[src/rtl/switch_pkg.sv]
// switch_pkg: shared constants and types for the switch control byte stream
package switch_pkg;
   localparam logic [7:0] SOF_BYTE = 8'h55;
   localparam logic [7:0] EOF_BYTE = 8'hAA;
   typedef enum logic [3:0] {IDLE, DA, SA, LEN, PAYLOAD, PARITY, EOF, HDR, DRAIN} parser_state_e;
   typedef enum logic [1:0] {ERR_NONE = 2'd0, ERR_LEN = 2'd1, ERR_PAR = 2'd2, ERR_EOF = 2'd3} err_code_e;
endpackage

[src/rtl/parser_payload_buf.sv]
// parser_payload_buf: register-array payload buffer with independent write and read pointers
module parser_payload_buf #(
   parameter int BUF_DEPTH = 32
) (
   input  logic       clock,
   input  logic       reset_n,
   input  logic       clear,
   input  logic       wr_en,
   input  logic [7:0] wr_data,
   input  logic       rd_adv,
   output logic [7:0] rd_data
);
   localparam int AW = $clog2(BUF_DEPTH);
   logic [AW-1:0] wr_ptr, rd_ptr;
   logic [7:0] mem [BUF_DEPTH];
   always_ff @(posedge clock or negedge reset_n) begin
      if (!reset_n) begin
         wr_ptr <= '0;
         rd_ptr <= '0;
      end else if (clear) begin
         wr_ptr <= '0;
         rd_ptr <= '0;
      end else begin
         if (wr_en) wr_ptr <= wr_ptr + 1'b1;
         if (rd_adv) rd_ptr <= rd_ptr + 1'b1;
      end
   end
   always_ff @(posedge clock) begin
      if (wr_en) mem[wr_ptr] <= wr_data;
   end
   assign rd_data = mem[rd_ptr];
endmodule

[src/rtl/switch_input_parser.sv]
// switch_input_parser: receives SOF/DA/SA/LEN/PAYLOAD/PARITY/EOF frames, validates them
// and forwards header then payload to the switch core over valid/ready handshakes
module switch_input_parser
   import switch_pkg::*;
#(
   parameter int MAX_LEN   = 32,
   parameter int BUF_DEPTH = 32
) (
   input  logic       clock,
   input  logic       reset_n,
   input  logic [7:0] data_in,
   input  logic       sw_enable_in,
   output logic       read_out,
   output logic       hdr_valid,
   input  logic       hdr_ready,
   output logic [7:0] hdr_da,
   output logic [7:0] hdr_sa,
   output logic [7:0] hdr_length,
   output logic       out_valid,
   input  logic       out_ready,
   output logic [7:0] out_data,
   output logic       out_last,
   output logic       err_pulse,
   output logic [1:0] err_code
);
   localparam logic [7:0] MAX_LEN_B = 8'(MAX_LEN);
   parser_state_e state;
   logic [7:0] da, sa, len, par, cnt, rd_data;
   logic [1:0] drop_code;
   logic accept, sof, drop;
   assign read_out   = state != HDR && state != DRAIN;
   assign accept     = sw_enable_in && read_out;
   assign sof        = accept && state == IDLE && data_in == SOF_BYTE;
   assign drop_code  = !accept ? ERR_NONE
                     : (state == LEN && data_in > MAX_LEN_B) ? ERR_LEN
                     : (state == PARITY && data_in != par) ? ERR_PAR
                     : (state == EOF && data_in != EOF_BYTE) ? ERR_EOF : ERR_NONE;
   assign drop       = drop_code != ERR_NONE;
   assign hdr_valid  = state == HDR;
   assign hdr_da     = da;
   assign hdr_sa     = sa;
   assign hdr_length = len;
   assign out_valid  = state == DRAIN;
   assign out_data   = out_valid ? rd_data : '0;
   assign out_last   = out_valid && cnt == len - 8'd1;
   // a fresh SOF or any drop rewinds the buffer so stale payload never leaks out
   parser_payload_buf #(.BUF_DEPTH(BUF_DEPTH)) u_buf (
      .clock   (clock),
      .reset_n (reset_n),
      .clear   (sof || drop),
      .wr_en   (accept && state == PAYLOAD),
      .wr_data (data_in),
      .rd_adv  (out_valid && out_ready),
      .rd_data (rd_data)
   );
   always_ff @(posedge clock or negedge reset_n) begin
      if (!reset_n) begin
         state     <= IDLE;
         da        <= '0;
         sa        <= '0;
         len       <= '0;
         par       <= '0;
         cnt       <= '0;
         err_pulse <= 1'b0;
         err_code  <= '0;
      end else begin
         err_pulse <= drop;
         err_code  <= drop_code;
         if (drop) state <= IDLE;
         else begin
            case (state)
               IDLE: if (sof) state <= DA;
               DA: if (accept) begin
                  da    <= data_in;
                  par   <= data_in;
                  state <= SA;
               end
               SA: if (accept) begin
                  sa    <= data_in;
                  par   <= par ^ data_in;
                  state <= LEN;
               end
               LEN: if (accept) begin
                  len <= data_in;
                  par <= par ^ data_in;
                  cnt <= '0;
                  if (data_in == 8'd0) state <= PARITY;
                  else state <= PAYLOAD;
               end
               PAYLOAD: if (accept) begin
                  par <= par ^ data_in;
                  cnt <= cnt + 8'd1;
                  if (cnt + 8'd1 == len) state <= PARITY;
               end
               PARITY: if (accept) state <= EOF;
               EOF: if (accept) state <= HDR;
               HDR: if (hdr_ready) begin
                  cnt <= '0;
                  if (len == 8'd0) state <= IDLE;
                  else state <= DRAIN;
               end
               DRAIN: if (out_ready) begin
                  cnt <= cnt + 8'd1;
                  if (out_last) state <= IDLE;
               end
               default: state <= IDLE;
            endcase
         end
      end
   end
endmodule

[config.mk]
export PLATFORM = sky130hd
export DESIGN_NAME = switch_input_parser
export DESIGN_NICKNAME = d
export VERILOG_FILES = /design/src/rtl/switch_pkg.sv /design/src/rtl/parser_payload_buf.sv /design/src/rtl/switch_input_parser.sv
export SDC_FILE = /design/constraint.sdc
export NUM_CORES = 1
export LEC_CHECK = 0
export CORE_ASPECT_RATIO = 0.8
export CORE_MARGIN = 1
export CORE_UTILIZATION = 55
export CTS_CLUSTER_DIAMETER = 60
export DETAILED_ROUTE_END_ITERATION = 7
export PLACE_DENSITY = 0.79
export SLEW_MARGIN = 15
export SYNTH_ARGS = -nofsm -noshare
export SYNTH_HDL_FRONTEND = slang
export SYNTH_SLANG_ARGS = --single-unit
export TNS_END_PERCENT = 50
[constraint.sdc]
create_clock -name clock -period 3.7 [get_ports clock]
set_input_delay 0.74 -clock clock [delete_from_list [all_inputs] [get_ports clock]]
set_output_delay 0.74 -clock clock [all_outputs]
set_load 0.005 [all_outputs]
Word-level counts from Yosys, hierarchy flattened --
Memory sizes are Yosys's and may differ from the RTL's. Cells that the tools add are included.
Word-level totals: RAM bits 256, memories kept 1, register bits 57, output and inout port bits 39, input bits 13, logic and storage cells 110
Cells by class: multiplexer cells 34, eq/ne operators 32, bitwise logic cells 2, magnitude comparators 1, reductions and logical operators 26, $add $sub $neg 4
Memories:
- u_buf.mem | words 32, bits a word 8, read ports 1, clocked after Yosys merged registers in 0, write ports 1, line parser_payload_buf.sv:15 | logic [7:0] mem [BUF_DEPTH];
Operator list (number):
- $mux W8 | 7
- $mux W4 | 13
- $pmux W4 S9 | 1
- $pmux W8 S4 | 1
- $ne A3 B3 Y1 const B | 7
- $mux W5 | 4
- $eq A4 B3 Y1 const B | 4
- $eq A8 B8 Y1 | 2
- $logic_not A8 Y1 | 2
- $pmux W8 S2 | 1
- $reduce_and A11 Y1 | 1
- $add A5 B1 Y5 const B | 2
- $logic_and A1 B1 Y1 | 10
- $ne A3 B1 Y1 const B | 3
- $reduce_and A3 Y1 | 3
- $add A8 B1 Y8 const B | 1
- $eq A4 B2 Y1 const B | 2
- $eq A8 B7 Y1 const B | 1
- $gt A8 B6 Y1 const B | 1
- $mux W2 | 4
- $ne A8 B8 Y1 | 1
- $ne A8 B8 Y1 const B | 1
- $reduce_bool A2 Y1 | 4
- $sub A8 B1 Y8 const B | 1
- 16 further kinds | 22

Longest topological paths before layout --
Gate-level depths: netlist of the first run.
depth in word-level cells 9, mapped depth 9, depth with buffers taken out 8

By module --
A second synthesis of the first run with hierarchy kept.
Unflattened totals: cells, all modules 836, area, all modules 13292.7 sq um
Modules (own cells, without submodules):
- parser_payload_buf | area an instance 10401.2 sq um, instances 1, cells an instance 521
- switch_input_parser | area an instance 2891.5 sq um, instances 1, cells an instance 315

Least setup slack after synthesis of the first run --
OpenSTA, ideal clock, no wires.
kind register to output, start register u_buf.rd_ptr[0], end output out_data[0], slack 0.645 ns, cell stages (with the launch flop) 7, arrival time 2.315 ns, cells stage by stage dfrtp_1 > buf_1 > buf_2 > mux4_2 > mux4_2 > mux2i_1 > nor2_1
Between the ends: longest elaborated chain between the ends 2
RTL lines:
- start, declared | line parser_payload_buf.sv:14 | logic [AW-1:0] wr_ptr, rd_ptr;
- start signal, assigned | line parser_payload_buf.sv:25 | if (rd_adv) rd_ptr <= rd_ptr + 1'b1;
- $mem_v2 Z32 W8
- $mux W8 | line switch_input_parser.sv:44 | assign out_data = out_valid ? rd_data : '0;
- end, declared | line switch_input_parser.sv:21 | output logic [7:0] out_data,
Every way passes these cells.

Worst setup path after layout of the first run --
start register u_buf.rd_ptr[0], end output out_data[4]
The elaborated chain is that of the path after synthesis.

==> metrics, run 1 <==
CORE AREA 0.02359 mm²; f_max 270.4 MHz; Period minus WS final 3.698 ns; asr flop ratio synth 0.1821; initial antenna violation count 1; Post-Syn Instances 764; Syn Area/Cell 17.43 µm²; Worst EP required 2.96 ns; crit path DAT 2.96 ns; WL per Instance 26.57 µm; Reg clk slew, reported paths 0.06 ns; maximum clock path buffer count 3; DRC 0; largest net degree at the start of global routing 68; final setup fails 0; Die Area 0.02484 mm²; first drt pass iteration count 5; input/output buffers 51; min-delay worst type input port to asynchronous set/reset pin; Root Buffer clkbuf_16; sequential element share of the synthesized area 0.6845; slew margin rel. 0.4351; synth-to-layout area growth 18.34%; CTS Hold Buffers Added 0; FF+latch count, synth 313; final-report hold violation count 0; depth of the CTS H-tree 1; final setup TNS 0 ns; status complete, no violations; Max VDD drop 0.4394 mV; Most used DFF post-synth edfxtp_1; RSZ-0062 raised after global routing yes; vias in the first global route 7,712; gr ovfl total 0; Die W 176.0 µm; CTS tree yes; dpl hpwl 20.10 mm; largest area contributor in the netlist edfxtp_1; Mapped Nets 785; vias per inst 6.386; top cell type's share of synthesized area 0.5773; total power 10.00 mW; Clk Latency, worst-skew pair 0.55 ns; Setup crit start kind flop; via count 7,727; worst clock skew 0.01040 ns; crit path capture type output port; Post-synth EDFFs 256; Post-DRT Antenna Nets 0; gpl congestion 0.8435; I/O pin cnt 52; Lkg Pwr 5.367 nW; post-placement cell area 0.01450 mm²; Final Core Density 0.6681; Starting DRT DRC Count 877; dominant cells by area after synthesis edfxtp_1 58%, mux4_2 14%, dfrtp_1 11%; post-route insts no fill 1,210; Mapped Area 0.01332 mm²; first-pass GRT wire length 47.58 mm; Worst-Margin Slew 0.8474 ns; final net count 895; Pwr Density 634.9 mW/mm²; Total Routing Usage GR 0.2625; Syn. warnings 0; CTS Buf Count 31; Routed Wire Length 32.15 mm; Slew Limit Fails 0; layout cells sized above 1 0.2720; Crit Path Max Fanout 9; period utilisation layout 0.9995; Initial Utilization 0.5646; clock sink count 313; Die Ht 141.2 µm; Cell Rows 50; Max Cap Viol 0; post-synthesis cell type count 63; placed cells 1,138; Setup Crit Path Kind flop to output port; cell area after layout 0.01576 mm²
==> path summary, 6_finish.rpt <==
path	startpoint	endpoint	slack, ns	cells past startpoint
setup reg to reg	state[0]$_DFFE_PN0P_	cnt[7]$_DFFE_PN0P_	0.81	6
hold reg to reg	hdr_sa[0]$_DFFE_PN0P_	hdr_sa[0]$_DFFE_PN0P_	0.50	1
min in group clock	hdr_sa[0]$_DFFE_PN0P_	hdr_sa[0]$_DFFE_PN0P_	0.50	1
setup / recovery	u_buf.rd_ptr[0]$_DFFE_PN0P_	out_data[4]	0.002	7
max in group asynchronous	reset_n	hdr_da[0]$_DFFE_PN0P_	2.58	2
hold / removal	reset_n	par[2]$_DFFE_PN0P_	0.30	1
==> synth_stat cells, types with 3 or more instances <==
cell type	count
a21o_1	5
a21oi_1	16
a41oi_1	5
and2_1	3
and3_1	5
buf_1	5
buf_2	8
clkbuf_1	31
dfrtp_1	57
edfxtp_1	256
ha_1	8
inv_1	13
mux2_2	22
mux2i_1	11
mux4_2	80
nand2_1	22
nand2b_1	6
nand3_1	12
nand3b_1	3
nand4_1	9
nor2_1	65
nor2b_1	6
o2111ai_1	3
o211ai_1	3
o21ai_0	27
o31ai_1	7
or3_1	3
or3b_2	3
or4_1	3
xnor2_1	17
xor2_1	10
==> where the power goes <==
| part | total [mW] | switching [mW] | internal (mW) |
|---|---|---|---|
| Combinational | 2.47 | 1.16 | 1.31 |
| Sequential | 4.35 | 0.292 | 4.06 |
| Clock | 3.18 | 1.30 | 1.88 |
| Total | 10.0 | 2.75 | 7.26 |
==> final cells by class <==
| class | instances | area (µm²) |
|---|---|---|
| timing repair buffer | 123 | 1186 |
| tap | 312 | 390.4 |
| inverter | 13 | 48.80 |
| sequential | 313 | 9125 |
| multi-input combinational | 392 | 3979 |
| clock buffer | 36 | 794.5 |
| antenna | 1 | 2.502 |
| fill | 1469 | 7828 |
| clock inverter | 20 | 231.5 |
==> kinds of logic after synthesis <==
logic type | Yosys count | share of synthesized area
AOI/OAI and AO/OA | 82 | 0.04219
xor gates and xnor gates | 28 | 0.01954
adders and majority gates | 8 | 0.007518
buffers and inverters | 59 | 0.01851
DFF | 313 | 0.6845
muxes | 113 | 0.1622
and+or+nand+nor | 161 | 0.06559
==> stage by stage <==
step,hold WS [ns],setup slack (ns)
finish,0.3023,0.001799
global route,0.3516,-0.01948
CTS,0.2920,-0.1263
detailed placement,0.4934,0.1534
global placement,0.4934,0.1874
floorplan,0.4444,0.6451
==> registers in the layout (all words and copies together), names as in the netlist <==
name	count
cnt	8
err_code	2
err_pulse	1
hdr_da	8
hdr_length	8
hdr_sa	8
par	8
state	4
u_buf.mem	256
u_buf.rd_ptr	5
u_buf.wr_ptr	5
==> layout by cell type (no fill, tap or decap), types with 4 or more instances in the layout <==
master           netlist  final
nor2_1                65     65
a41oi_1                5      5
nor2b_1                6      6
bufinv_16              0      5
clkinv_2               0      4
xor2_1                10     10
mux2_2                22     22
a21oi_1               16     16
buf_4                  0     60
nand2_1               22     22
edfxtp_1             256    256
nand4_1                9      9
buf_12                 0      6
and3_1                 5      5
clkinv_1               0      7
dfrtp_2                0      6
clkbuf_16              0     33
ha_1                   8      8
o21ai_0               27     27
nand2b_1               6      6
nand3_1               12     12
inv_1                 13     13
clkdlybuf4s15_1        0      4
mux2i_1               11     10
clkdlybuf4s50_1        0     42
o31ai_1                7      7
clkbuf_1              31      5
xnor2_1               17     17
dfrtp_1               57     50
mux4_2                80     80
a21o_1                 5      5
==> timing repair <==
item                       CTS  global route
setup endpoints to repair    9             7
resized for setup           11            15
gates cloned                 0             2
buffers inserted             4             9
==> critical path: stages, from the launching register on <==
cell and delay [ns]:
dfrtp_4 0.51, buf_12 0.17, buf_12 0.13, mux4_2 0.49
mux4_2 0.52, mux2i_2 0.22, nor2_1 0.06, dlygate4sd2_1 0.30
==> per-layer routing <==
layer,share of wire,global-route usage
met5,0,0
met4,0.022,0.06773
met3,0.081,0.04234
met2,0.49,0.4192
met1,0.41,0.3816
Note: power is estimated with default switching activity, not from simulation.
==> inputs of run 2 (changes only) <==
SETUP_SLACK_MARGIN = 0.5   (was not set)
==> run 2 against run 1 <==
Net effect: critical path type unchanged; register-to-register slack is essentially flat; first-iteration DRC count shrank 3.3%; sequential share of layout area shrank 0.28 points; routed wire length grew 2.1%; critical endpoint is now out_last; cell count grew 0.50%; highest routed layer unchanged; critical path depth shrank 1.
==> metrics, run 2 (synthesis results as in run 1) <==
CTS tree yes; worst clock skew 0.01155 ns; Setup crit start kind flop; gr ovfl total 0; I/O pin cnt 52; Lkg Pwr 5.396 nW; Post-DRT Antenna Nets 0; DRC 0; met1 usage 0.3806; initial antenna violation count 0; Diodes inserted 0; depth of the CTS H-tree 1; cell area after layout 0.01584 mm²; crit path DAT 2.85 ns; Max Cap Viol 0; commonest non-fill, non-tap cell in the layout edfxtp_1; f_max 278.2 MHz; CP max stage cell clkdlybuf4s50_1; vias per inst 6.359; Clk Latency, worst-skew pair 0.55 ns; clock sink count 313; Worst EP required 2.96 ns; Die Ht 141.2 µm; crit path capture type output port; status complete, no violations; commonest non-fill, non-tap cells in the layout 256 x edfxtp_1, 80 x mux4_2, 65 x nor2_1, 65 x buf_4, 49 x dfrtp_1; Period minus WS final 3.595 ns; first-pass GRT wire length 49.47 mm; final setup fails 0; Cell Rows 50; Largest register FFs 256; layout cells sized above 1 0.2920; met2 usage 0.4429; gpl congestion 0.8435; Die Area 0.02484 mm²; CTS Buf Count 31; RSZ-0062 raised after global routing yes; CP cell instances xor3_1 -> nand3_1 -> a2111oi_2 -> o2111ai_2 -> nor2_1 -> clkdlybuf4s50_1; most flop-heavy register u_buf.mem; vias in the first global route 7,965; final-report hold violation count 0; Setup Crit Path Kind flop to output port; Initial Utilization 0.5646; R2R setup slack 0.82 ns; Total Routing Usage GR 0.2729; Worst-Margin Slew 0.8081 ns; Pwr Density 641.2 mW/mm²; final net count 902; Max VDD drop 0.4457 mV; final setup TNS 0 ns; post-placement cell area 0.01450 mm²; GR peak layer met2; WL per Instance 26.98 µm; Root Buffer clkbuf_16; via count 7,732; CORE AREA 0.02359 mm²; slew margin rel. 0.4613; Routed Wire Length 32.81 mm; Crit Path Max Fanout 9; routing usage on met3 0.04746; Top Family by Delay on Critical Path compound AO/OA/AOI/OAI gates; dpl hpwl 20.10 mm; period utilisation layout 0.9716; Slew Limit Fails 0; Starting DRT DRC Count 848; maximum clock path buffer count 3; Die W 176.0 µm; worst path bufs/invs 1; slowest stage delay, CP 0.53 ns; input/output buffers 51; largest net degree at the start of global routing 68; min-delay worst type input port to asynchronous set/reset pin; Reg clk slew, reported paths 0.06 ns; CTS Hold Buffers Added 0; synth-to-layout area growth 18.94%; first drt pass iteration count 8
[run 2: cell count changes in the layout (fill, tap and decap cells not counted), moves of 3 or more]
cell	delta
buf_6	-3
buf_12	+4
dlygate4sd2_1	-3
buf_4	+5
clkdlybuf4s15_1	-4
buf_2	+8
[run 2: area by class of cell]
cell class | count | area, µm²
Inverter | 13 | 48.80
Multi-Input combinational cell | 392 | 3998
Tap cell | 312 | 390.4
Sequential cell | 313 | 9126
Fill cell | 1451 | 7747
Clock inverter | 20 | 231.5
Timing Repair Buffer | 130 | 1249
Clock buffer | 36 | 794.5
[run 2: where the power goes]
group          total, mW  internal [mW]  switching [mW]  leakage [nW]
clock network       3.19           1.88            1.31         0.496
logic               2.65           1.40            1.25          1.87
registers           4.32           4.06           0.256          3.03
total               10.2           7.35            2.81          5.40
[run 2: timing repair]
item                                    4_1_cts  5_1_grt
pin swaps                                     1        0
cloned                                        1        1
setup buffers                                17        3
endpoints found under the setup margin       11       11
hold endpoints to repair                      0        0
resized for setup                            53        1
[run 2: metal layers]
layer	vias to the layer above	part of all wire	routed length, µm
li1	3265	-	-
met1	4014	0.39	12940
met2	397	0.49	16240
met3	56	0.083	2732
met4	0	0.027	901
met5	-	0	0
[run 2: worst paths after layout]
check | from | to | depth (start not counted)
worst max register to register | state[0]$_DFFE_PN0P_ | cnt[7]$_DFFE_PN0P_ | 6
min in group clock | hdr_sa[3]$_DFFE_PN0P_ | hdr_sa[3]$_DFFE_PN0P_ | 1
worst min-delay path | reset_n | state[1]$_DFFE_PN0P_ | 1
worst min register to register | hdr_sa[3]$_DFFE_PN0P_ | hdr_sa[3]$_DFFE_PN0P_ | 1
worst max-delay path | cnt[5]$_DFFE_PN0P_ | out_last | 6
max in group asynchronous | reset_n | hdr_da[1]$_DFFE_PN0P_ | 2
[run 2: through the flow]
stage | cells | power, mW | setup WS (ns) | hold WS (ns) | utilization
floorplan | 764 | 5.797 | 0.6451 | 0.4444 | -
global placement | 1138 | 6.541 | 0.1874 | 0.4934 | 0.6146
detailed placement | 1138 | 6.645 | 0.1534 | 0.4934 | 0.6146
CTS | 1212 | 10.09 | 0.1071 | 0.2918 | 0.6694
global route | 1216 | 10.55 | 0.04893 | 0.3489 | 0.6715
finish | 1216 | 10.16 | 0.1052 | 0.2942 | 0.6715
==> inputs of run 3 (changes only) <==
PLACE_DENSITY = 0.82   (was 0.79)
clock period = 2.9 ns   (was 3.7 ns; I/O delays follow)
==> run 3 against run 2 <==
Net effect: the flow now finishes with violations (setup timing); sequential power up 25%; routed wire length up 9.0%; core utilization is 2.2 points higher; flip-flop and latch count is the same; via count is 6.6% higher; sequential share of layout area shrank 1.9 points; worst setup slack worse by 0.66 ns; clock-buffer cell count increased by 1; cell area is 3.3% higher; register-to-register slack got worse by 0.23 ns; critical path type unchanged.
==> metrics, run 3 (synthesis results as in run 1) <==
status finished, violations left; failing checks setup timing; CTS Buf Count 31; layout cells sized above 1 0.3281; CP max stage cell dfrtp_4; Worst-Margin Slew 0.9025 ns; Total Routing Usage GR 0.2988; WL per Instance 28.25 µm; commonest non-fill, non-tap cell in the layout edfxtp_1; Crit Path Max Fanout 4; CTS tree yes; clock sink count 313; Die W 176.0 µm; input/output buffers 51; Period minus WS final 3.456 ns; Max Cap Viol 0; crit path DAT 2.88 ns; most flop-heavy register u_buf.mem; R2R setup slack 0.59 ns; first-pass GRT wire length 53.19 mm; synth-to-layout area growth 22.89%; initial antenna violation count 0; vias per inst 6.513; Diodes inserted 0; placed cells 1,180; RSZ-0062 raised after global routing yes; dpl ws -0.3252 ns; period utilisation layout 1.192; gr ovfl total 0; Routed Wire Length 35.77 mm; commonest non-fill, non-tap cells in the layout 256 x edfxtp_1, 96 x buf_4, 80 x mux4_2, 64 x nor2_1, 54 x dfrtp_1; reg2reg start state[3]$_DFFE_PN0P_; Starting DRT DRC Count 937; worst path bufs/invs 5; final net count 951; Setup crit start kind flop; crit path capture type output port; Reg clk slew, reported paths 0.06 ns; slowest stage delay, CP 0.50 ns; CP cell instances buf_12 -> buf_16 -> buf_12 -> buf_6 -> mux4_2 -> mux4_2 -> mux2i_1 -> nor2_1 -> buf_2; final setup fails 8; slew margin rel. 0.3983; via count 8,246; Post-DRT Antenna Nets 0; final worst slack -0.5557 ns; Critical R2R Capture u_buf.mem[13][2]$_DFFE_PP_; Worst EP required 2.32 ns; CORE AREA 0.02359 mm²; post-route insts no fill 1,266; Initial Utilization 0.5646; final setup TNS -4.178 ns; I/O pin cnt 52; min-delay worst type input port to asynchronous set/reset pin; maximum clock path buffer count 3; Setup Crit Path Kind flop to output port; Largest register FFs 256; Die Ht 141.2 µm; Die Area 0.02484 mm²; vias in the first global route 8,216; Slew Limit Fails 0; Top Family by Delay on Critical Path multiplexers; Clk Latency, worst-skew pair 0.58 ns; largest net degree at the start of global routing 36; Cell Rows 50; fillcell total 1,387; Pwr Density 810.4 mW/mm²; Lkg Pwr 5.708 nW; depth of the CTS H-tree 1; f_max 289.4 MHz; gpl congestion 0.8770; worst clock skew 0.02869 ns; Root Buffer clkbuf_16; R2R depth 6; DRC 0; Max VDD drop 0.5852 mV; dpl hpwl 20.63 mm; final-report hold violation count 0; first drt pass iteration count 5
[run 3: final cells by class]
class | instances | area (µm²) | share of cell area
multi-input combinational | 393 | 4063 | 0.2483
clock inverter | 20 | 190.2 | 0.01162
timing repair buffer | 178 | 1733 | 0.1059
tap | 312 | 390.4 | 0.02386
sequential | 313 | 9120 | 0.5573
inverter | 13 | 48.80 | 0.002982
clock buffer | 37 | 818.3 | 0.05001
[run 3: worst register-to-register path: stages (launching register included)]
cell     delay, ns
dfrtp_2       0.40
buf_4         0.16
and2b_1       0.38
and3_2        0.36
nand2_1       0.25
nor2_1        0.21
buf_4         0.25
[run 3: how the worst max path moves through the flow]
stage | from | end | slack [ns] | depth (start not counted)
after floorplan | state[2]$_DFFE_PN0P_ | u_buf.mem[23][0]$_DFFE_PP_ | 0.27 | 6
after global placement | u_buf.rd_ptr[0]$_DFFE_PN0P_ | out_data[2] | -0.19 | 6
after detailed placement | u_buf.rd_ptr[0]$_DFFE_PN0P_ | out_data[0] | -0.33 | 6
after CTS | u_buf.rd_ptr[0]$_DFFE_PN0P_ | out_data[5] | -0.58 | 9
after global routing | u_buf.rd_ptr[0]$_DFFE_PN0P_ | out_data[5] | -0.63 | 9
final | u_buf.rd_ptr[0]$_DFFE_PN0P_ | out_data[5] | -0.56 | 9
[run 3: power breakdown]
group,switching [mW],internal (mW)
combinational,1.78,2.07
sequential,0.232,5.18
clock,1.72,2.28
total,3.73,9.53
[run 3: timing repair]
| action | CTS | global route |
|---|---|---|
| gates resized for setup | 72 | 14 |
| cloned | 3 | 0 |
| pin swaps | 14 | 14 |
| hold endpoints to repair | 9 | 0 |
| setup buffers | 23 | 2 |
| hold buffers | 1 | 0 |
| setup endpoints to repair | 52 | 24 |
[run 3: per-layer routing]
metal	vias up	part of all wire	GRT usage
li1	3380	-	-
met1	4253	0.37	0.4091
met2	527	0.50	0.4899
met3	86	0.096	0.05367
met4	0	0.034	0.09794
met5	-	0	0
[run 3: through the flow]
stage                       util  hold WS (ns)  instance area, µm²  power [mW]
after global placement    0.6305        0.4743               14870       8.568
after CTS                 0.6901        0.4269               16280       13.12
after global routing      0.6938        0.4792               16360       13.72
after floorplan                -        0.2844               13380       7.461
after detailed placement  0.6305        0.4731               14870       8.673
final                     0.6938        0.4328               16360       13.26
